===== src/rtl/pipe_ctrl_pkg.sv =====
// pipe_ctrl_pkg
// Shared definitions for the 5-stage pipeline sequencer:
//   - ctrl_state_e : sequencer state encoding (BOOT/RUN/FREEZE/HALT),
//                    also exported on the ctrl_state debug port
//   - REG_ZERO     : index of the hard-wired zero register (x0)
//   - control_*_t  : control-bit layout carried by the stage registers;
//                    a bubble is these fields forced to zero
package pipe_ctrl_pkg;

  typedef enum logic [1:0] {
    BOOT   = 2'd0,
    RUN    = 2'd1,
    FREEZE = 2'd2,
    HALT   = 2'd3
  } ctrl_state_e;

  localparam int REG_ZERO = 0;

  typedef struct packed {
    logic mem_to_reg;
    logic reg_write;
  } control_wb_t;

  typedef struct packed {
    logic branch;
    logic mem_read;
    logic mem_write;
  } control_mem_t;

  typedef struct packed {
    logic       alu_src;
    logic [1:0] alu_op;
  } control_ex_t;

endpackage


===== src/rtl/pipe_ctrl_hazard.sv =====
// hazard_detect
// Purely combinational load-use compare between the instruction in IF/ID
// and a load sitting in ID/EX.
//   id_rs1, id_rs2           : source registers of the IF/ID instruction
//   id_uses_rs1, id_uses_rs2 : whether each source is actually read
//   ex_rd, ex_mem_read       : destination of ID/EX and whether it is a load
//   load_use                 : 1 when the IF/ID instruction must wait a cycle
module hazard_detect
  import pipe_ctrl_pkg::*;
#(
  parameter int REG_AW = 5
) (
  input  logic [REG_AW-1:0] id_rs1,
  input  logic [REG_AW-1:0] id_rs2,
  input  logic              id_uses_rs1,
  input  logic              id_uses_rs2,
  input  logic [REG_AW-1:0] ex_rd,
  input  logic              ex_mem_read,
  output logic              load_use
);

  logic [REG_AW-1:0] zero_reg;
  logic              rs1_hit;
  logic              rs2_hit;

  assign zero_reg = REG_AW'(REG_ZERO);

  // A load targeting x0 writes nothing, so it can never feed a dependent.
  assign rs1_hit  = id_uses_rs1 && (id_rs1 == ex_rd);
  assign rs2_hit  = id_uses_rs2 && (id_rs2 == ex_rd);
  assign load_use = ex_mem_read && (ex_rd != zero_reg) && (rs1_hit || rs2_hit);

endmodule


===== src/rtl/pipe_ctrl.sv =====
// pipe_ctrl
// Pipeline sequencer for the 5-stage core. Drives PC write enable, per-stage
// register enables and bubble (flush) controls. Priority each RUN/FREEZE
// cycle: data-memory freeze, taken-branch squash, load-use stall. Also runs a
// post-reset boot drain and a data-memory watchdog that halts on a hung access.
// Ports:
//   clk, res (async, active-high)
//   id_rs1/id_rs2/id_uses_rs1/id_uses_rs2/ex_rd/ex_mem_read : hazard inputs
//   mem_pcsrc  : branch in EX/MEM resolved taken
//   dmem_busy  : data memory not ready this cycle
//   pc_we, ifid_we, idex_we, exmem_we, memwb_we : enables
//   ifid_flush, idex_flush, exmem_flush         : bubble controls
//   wdt_err    : sticky watchdog error
//   ctrl_state : current state (debug)
// Optional feature macro HAZARD_PERF_EN adds 32-bit stall_cnt, flush_cnt and
// freeze_cnt performance counters (absent in the default build).
module pipe_ctrl
  import pipe_ctrl_pkg::*;
#(
  parameter int BOOT_CYCLES = 4,
  parameter int WDT_LIMIT   = 64,
  parameter int REG_AW      = 5
) (
  input  logic              clk,
  input  logic              res,
  input  logic [REG_AW-1:0] id_rs1,
  input  logic [REG_AW-1:0] id_rs2,
  input  logic              id_uses_rs1,
  input  logic              id_uses_rs2,
  input  logic [REG_AW-1:0] ex_rd,
  input  logic              ex_mem_read,
  input  logic              mem_pcsrc,
  input  logic              dmem_busy,
  output logic              pc_we,
  output logic              ifid_we,
  output logic              idex_we,
  output logic              exmem_we,
  output logic              memwb_we,
  output logic              ifid_flush,
  output logic              idex_flush,
  output logic              exmem_flush,
  output logic              wdt_err,
`ifdef HAZARD_PERF_EN
  output logic [31:0]       stall_cnt,
  output logic [31:0]       flush_cnt,
  output logic [31:0]       freeze_cnt,
`endif
  output logic [1:0]        ctrl_state
);

  localparam int BOOT_W = (BOOT_CYCLES > 1) ? $clog2(BOOT_CYCLES) : 1;
  localparam int WDT_W  = $clog2(WDT_LIMIT);
  localparam logic [BOOT_W-1:0] BOOT_LAST = BOOT_W'(BOOT_CYCLES - 1);
  localparam logic [WDT_W-1:0]  WDT_LAST  = WDT_W'(WDT_LIMIT - 1);

  ctrl_state_e       state_q, state_d;
  logic [BOOT_W-1:0] boot_cnt_q, boot_cnt_d;
  logic [WDT_W-1:0]  wdt_cnt_q, wdt_cnt_d;
  logic              wdt_err_q, wdt_err_d;
  logic              load_use;
  logic              in_chain;

  hazard_detect #(.REG_AW(REG_AW)) u_hazard (
    .id_rs1      (id_rs1),
    .id_rs2      (id_rs2),
    .id_uses_rs1 (id_uses_rs1),
    .id_uses_rs2 (id_uses_rs2),
    .ex_rd       (ex_rd),
    .ex_mem_read (ex_mem_read),
    .load_use    (load_use)
  );

  assign in_chain   = (state_q == RUN) || (state_q == FREEZE);
  assign wdt_err    = wdt_err_q;
  assign ctrl_state = state_q;

  // Next state, boot drain and watchdog. The watchdog only advances while
  // memory is busy, so any ready cycle both clears it and ends FREEZE.
  always_comb begin
    state_d    = state_q;
    boot_cnt_d = boot_cnt_q;
    wdt_cnt_d  = wdt_cnt_q;
    wdt_err_d  = wdt_err_q;
    case (state_q)
      BOOT: begin
        if (boot_cnt_q == BOOT_LAST) begin
          state_d    = RUN;
          boot_cnt_d = '0;
        end else begin
          boot_cnt_d = boot_cnt_q + BOOT_W'(1);
        end
      end
      RUN, FREEZE: begin
        if (dmem_busy) begin
          if (wdt_cnt_q == WDT_LAST) begin
            state_d   = HALT;
            wdt_err_d = 1'b1;
          end else begin
            state_d   = FREEZE;
            wdt_cnt_d = wdt_cnt_q + WDT_W'(1);
          end
        end else begin
          state_d   = RUN;
          wdt_cnt_d = '0;
        end
      end
      HALT: begin
        state_d = HALT;
      end
    endcase
  end

  // Zero-latency control outputs from state and the priority chain.
  always_comb begin
    pc_we       = 1'b0;
    ifid_we     = 1'b0;
    idex_we     = 1'b0;
    exmem_we    = 1'b0;
    memwb_we    = 1'b0;
    ifid_flush  = 1'b0;
    idex_flush  = 1'b0;
    exmem_flush = 1'b0;
    case (state_q)
      BOOT: begin
        // Drain: clock bubbles through every stage while the PC holds.
        ifid_we     = 1'b1;
        idex_we     = 1'b1;
        exmem_we    = 1'b1;
        memwb_we    = 1'b1;
        ifid_flush  = 1'b1;
        idex_flush  = 1'b1;
        exmem_flush = 1'b1;
      end
      RUN, FREEZE: begin
        if (dmem_busy) begin
          pc_we = 1'b0;
        end else if (mem_pcsrc) begin
          // Squash everything younger than the branch; a load-use hazard
          // on a squashed instruction does not matter.
          pc_we       = 1'b1;
          ifid_we     = 1'b1;
          idex_we     = 1'b1;
          exmem_we    = 1'b1;
          memwb_we    = 1'b1;
          ifid_flush  = 1'b1;
          idex_flush  = 1'b1;
          exmem_flush = 1'b1;
        end else if (load_use) begin
          // Hold PC and IF/ID, insert one bubble behind the load.
          idex_we    = 1'b1;
          exmem_we   = 1'b1;
          memwb_we   = 1'b1;
          idex_flush = 1'b1;
        end else begin
          pc_we    = 1'b1;
          ifid_we  = 1'b1;
          idex_we  = 1'b1;
          exmem_we = 1'b1;
          memwb_we = 1'b1;
        end
      end
      HALT: begin
        pc_we = 1'b0;
      end
    endcase
  end

  always_ff @(posedge clk or posedge res) begin
    if (res) begin
      state_q    <= BOOT;
      boot_cnt_q <= '0;
      wdt_cnt_q  <= '0;
      wdt_err_q  <= 1'b0;
    end else begin
      state_q    <= state_d;
      boot_cnt_q <= boot_cnt_d;
      wdt_cnt_q  <= wdt_cnt_d;
      wdt_err_q  <= wdt_err_d;
    end
  end

`ifdef HAZARD_PERF_EN
  logic [31:0] stall_cnt_q, stall_cnt_d;
  logic [31:0] flush_cnt_q, flush_cnt_d;
  logic [31:0] freeze_cnt_q, freeze_cnt_d;

  // Each counter follows exactly one rule of the priority chain.
  always_comb begin
    stall_cnt_d  = stall_cnt_q;
    flush_cnt_d  = flush_cnt_q;
    freeze_cnt_d = freeze_cnt_q;
    if (in_chain) begin
      if (dmem_busy) begin
        freeze_cnt_d = freeze_cnt_q + 32'd1;
      end else if (mem_pcsrc) begin
        flush_cnt_d = flush_cnt_q + 32'd1;
      end else if (load_use) begin
        stall_cnt_d = stall_cnt_q + 32'd1;
      end
    end
  end

  always_ff @(posedge clk or posedge res) begin
    if (res) begin
      stall_cnt_q  <= '0;
      flush_cnt_q  <= '0;
      freeze_cnt_q <= '0;
    end else begin
      stall_cnt_q  <= stall_cnt_d;
      flush_cnt_q  <= flush_cnt_d;
      freeze_cnt_q <= freeze_cnt_d;
    end
  end

  assign stall_cnt  = stall_cnt_q;
  assign flush_cnt  = flush_cnt_q;
  assign freeze_cnt = freeze_cnt_q;
`else
  logic unused_in_chain;
  assign unused_in_chain = in_chain;
`endif

endmodule


===== config.mk =====
export PLATFORM = sky130hd
export DESIGN_NAME = pipe_ctrl
export DESIGN_NICKNAME = d
export VERILOG_FILES = /design/src/rtl/pipe_ctrl_pkg.sv /design/src/rtl/pipe_ctrl_hazard.sv /design/src/rtl/pipe_ctrl.sv
export SDC_FILE = /design/constraint.sdc
export NUM_CORES = 1
export LEC_CHECK = 0
export BUFFER_PORTS_ARGS = -buffer_cell sky130_fd_sc_hd__buf_2
export CORE_UTILIZATION = 40
export DETAILED_ROUTE_END_ITERATION = 8
export PLACE_DENSITY_LB_ADDON = 0.15
export SLEW_MARGIN = 30
export SYNTH_ARGS = -nofsm -noshare
export SYNTH_HDL_FRONTEND = slang
export SYNTH_SLANG_ARGS = --single-unit

===== constraint.sdc =====
create_clock -name clk -period 1.6 [get_ports clk]
set_clock_uncertainty 0.05 [all_clocks]
set_input_delay 0.16 -clock clk [delete_from_list [all_inputs] [get_ports clk]]
set_output_delay 0.16 -clock clk [all_outputs]
set_load 0.03 [all_outputs]

==> impl_metrics.env <==
export IMPL_grt_overflow=0
export IMPL_yosysWarnings=0
export IMPL_grt_max_degree=12
export IMPL_hold_depth=4
export IMPL_path_clk_slew_ns=0.07
export IMPL_max_clock_path_buffers=2
export IMPL_period_share=1.235
export IMPL_io_pins=33
export IMPL_worstSetupStartpointType="flop"
export IMPL_synthDistinctLibCells=34
export IMPL_grt_pass1_vias=762
export IMPL_wl_per_cell_microns=12.13
export IMPL_antenna_cells=0
export IMPL_core_area_sq_mm=0.001982
export IMPL_status="finished with violations"
export IMPL_numCtsBuffers=3
export IMPL_dp_hpwl_mm=1.509
export IMPL_critical_path_class="reg -> out"
export IMPL_r2r_slack_ns=-0.11
export IMPL_final_cells=178
export IMPL_reg2reg_depth=9
export IMPL_slew_headroom=0.7165
export IMPL_path_depth=8
export IMPL_n_fill_cell=155
export IMPL_crit_chain="inv_2, ha_4, nor2b_4, a21oi_2, or2_4, clkinvlp_4, a21o_4, buf_6"
export IMPL_yosysSeqAreaShare=0.3231
export IMPL_end_kind="output pin"
export IMPL_routed_via_density=4.843
export IMPL_irDropWorstVdd_uv=375.2
export IMPL_drt_iter0_markers=5
export IMPL_syn_area_per_cell_sq_um=8.876
export IMPL_p_leak_nw=0.6672
export IMPL_max_freq_mhz=506.3
export IMPL_critPathRequiredTime_ns=1.39
export IMPL_dr_pass1_iters=2
export IMPL_antenna_found_initial=0
export IMPL_setup_slack_ns=-0.3753
export IMPL_crit_path_max_fanout=3
export IMPL_hold_start="dmem_busy"
export IMPL_max_cap_violations=0
export IMPL_routed_wl_mm=2.160
export IMPL_drv_slew=0
export IMPL_rows=16
export IMPL_violations="setup timing"
export IMPL_r2r_start="ctrl_state[0]"
export IMPL_crit_buf_inv=3
export IMPL_hp_class="in -> reg"
export IMPL_hold_violations=0
export IMPL_synthCells=96
export IMPL_start_util=0.4299
export IMPL_layout_nets=180
export IMPL_place_inst=165
export IMPL_antenna_left=0
export IMPL_ys_ff_latch=11
export IMPL_tightest_slew_ns=0.4248
export IMPL_die_x_microns=48.16
export IMPL_rsz0062_at_grt="true"
export IMPL_cts_sinks=11
export IMPL_powerDensity_mw_per_mm2=407.0
export IMPL_drc=0
export IMPL_syn_area_sq_um=852.1
export IMPL_synth_nets=124
export IMPL_area_growth_pct=62.56
export IMPL_gp_congestion=0.7204
export IMPL_async_reset_ff_frac=1.000
export IMPL_die_area_sq_mm=0.002319
export IMPL_cp_slowest_cell="dfrtp_2"
export IMPL_multi_input_area_sq_um=610.6
export IMPL_cts_root_buf="clkbuf_4"
export IMPL_grt_pass1_wl_mm=3.077
export IMPL_seqCellArea_sq_um=277.8
export IMPL_vias=862
export IMPL_port_buffers=32
export IMPL_post_route_cells_drive_above_1_share=0.5497
export IMPL_final_min_clock_period_ns=1.975
export IMPL_max_stage_delay_ns=0.41
export IMPL_crit_arrival_ns=1.77
export IMPL_final_area_sq_mm=0.001385
export IMPL_ys_flop_type="dfrtp_1"
export IMPL_worstSkewPairLatency_ns=0.27
export IMPL_r2r_end="wdt_cnt_q[2]"
export IMPL_cts_tree="yes"
export IMPL_cp_top_family="flip-flops"
export IMPL_grtUsageTotal=0.1906
export IMPL_setup_viol=12
export IMPL_finalSetupTns_ns=-2.751
export IMPL_synth_edff_count=0
export IMPL_hold_end="wdt_cnt_q[3]"
export IMPL_die_h_microns=48.16
export IMPL_cts_max_level=1
export IMPL_dpl_instance_area_sq_mm=0.001190
==> cells in the mapped netlist, drive strengths merged (2+ instances only) <==
library cell / count / area [sq um]
ha: 6 / 75.07
o21ai: 2 / 13.76
nor2: 5 / 18.77
buf: 3 / 22.52
dfrtp: 11 / 275.3
a21oi: 4 / 20.02
nand2b: 2 / 12.51
o2bb2ai: 2 / 17.52
or2: 2 / 12.51
mux2: 2 / 22.52
clkbuf: 2 / 7.510
a31oi: 2 / 12.51
inv: 9 / 33.78
nand4: 3 / 18.77
nand2: 9 / 33.78
mux2i: 2 / 20.02
xnor2: 12 / 105.1
nor3: 2 / 10.01
nor2b: 2 / 12.51
==> layer usage <==
| layer | vias up | share of wire | global-route usage |
|---|---|---|---|
| met3 | 5 | 0.046 | 0.01852 |
| met2 | 29 | 0.47 | 0.3227 |
| met4 | 0 | 0.019 | 0.08333 |
| met5 | - | 0 | 0 |
| met1 | 383 | 0.47 | 0.2454 |
| li1 | 445 | - | - |
==> registers in the layout, indices dropped and copies added, names as in the netlist <==
register    cells
boot_cnt_q      2
ctrl_state      2
wdt_cnt_q       6
wdt_err         1
==> layout by cell type (no fill, tap or decap), types with 2 or more instances in the layout <==
cell type,count
xnor2_1,12
nand4_1,3
a21oi_1,2
clkinvlp_4,2
ha_1,4
nand2_1,7
dfrtp_2,2
ha_4,2
buf_4,19
inv_2,2
nor3_1,2
nor2_1,5
mux2_2,2
mux2i_1,2
o2bb2ai_1,2
or2_4,2
dfrtp_1,9
buf_6,10
inv_1,5
clkbuf_4,3
a21oi_2,2
buf_2,26
==> power breakdown <==
part | leakage (nW) | internal (mW) | total [mW] | switching [mW]
sequential | 0.117 | 0.278 | 0.278 | 0
combinational | 0.536 | 0.0491 | 0.0909 | 0.0418
clock | 0.0150 | 0.0968 | 0.195 | 0.0983
total | 0.667 | 0.424 | 0.564 | 0.140
==> cells by family after synthesis <==
group / count (synthesis) / share of synthesized area
compound gates: 19 / 0.1601
fa+ha+maj: 6 / 0.08810
buf+inv: 14 / 0.07489
simple gates: 30 / 0.1806
flops: 11 / 0.3230
xor+xnor: 12 / 0.1233
mux: 4 / 0.04993
==> metrics by stage <==
step	total power [mW]	hold slack (ns)	util	setup slack [ns]
after global routing	0.5905	0.2979	0.6989	-0.4355
final	0.5637	0.2705	0.6989	-0.3753
after detailed placement	0.3700	0.1291	0.6004	-0.1347
after floorplan	0.3227	-0.03770	-	-0.2604
after global placement	0.3688	0.1209	0.6004	-0.09809
after CTS	0.5672	0.2637	0.6458	-0.3723
==> layout make-up <==
cell class	count	share of cell area
flip-flops and latches	11	0.2005
clock buffers	4	0.01897
well taps	27	0.02439
repair buffers	56	0.2855
inverters	9	0.02981
multi-input cells	71	0.4408
==> tightest hold or removal path: cells and delay by family <==
family	cells	cell delay [ns]
buf+inv	2	0.26
simple gates	2	0.13
==> worst max-delay path by stage <==
stage	start	to	slack (ns)
2_1_floorplan	ctrl_state[1]	idex_flush	-0.26
3_3_place_gp	ctrl_state[0]	ifid_we	-0.1
3_5_place_dp	ctrl_state[1]	ifid_we	-0.13
4_1_cts	ctrl_state[0]	idex_flush	-0.37
5_1_grt	ctrl_state[1]	idex_flush	-0.44
6_report	ctrl_state[0]	idex_flush	-0.38
==> timing repair <==
action,in CTS,in global routing
hold buffers,1,0
endpoints found under the hold margin,11,0
setup endpoints to repair,9,14
setup buffers,1,8
gates resized for setup,14,12
pin swaps,3,7
No activity file was read; power rests on OpenSTA's default activity.
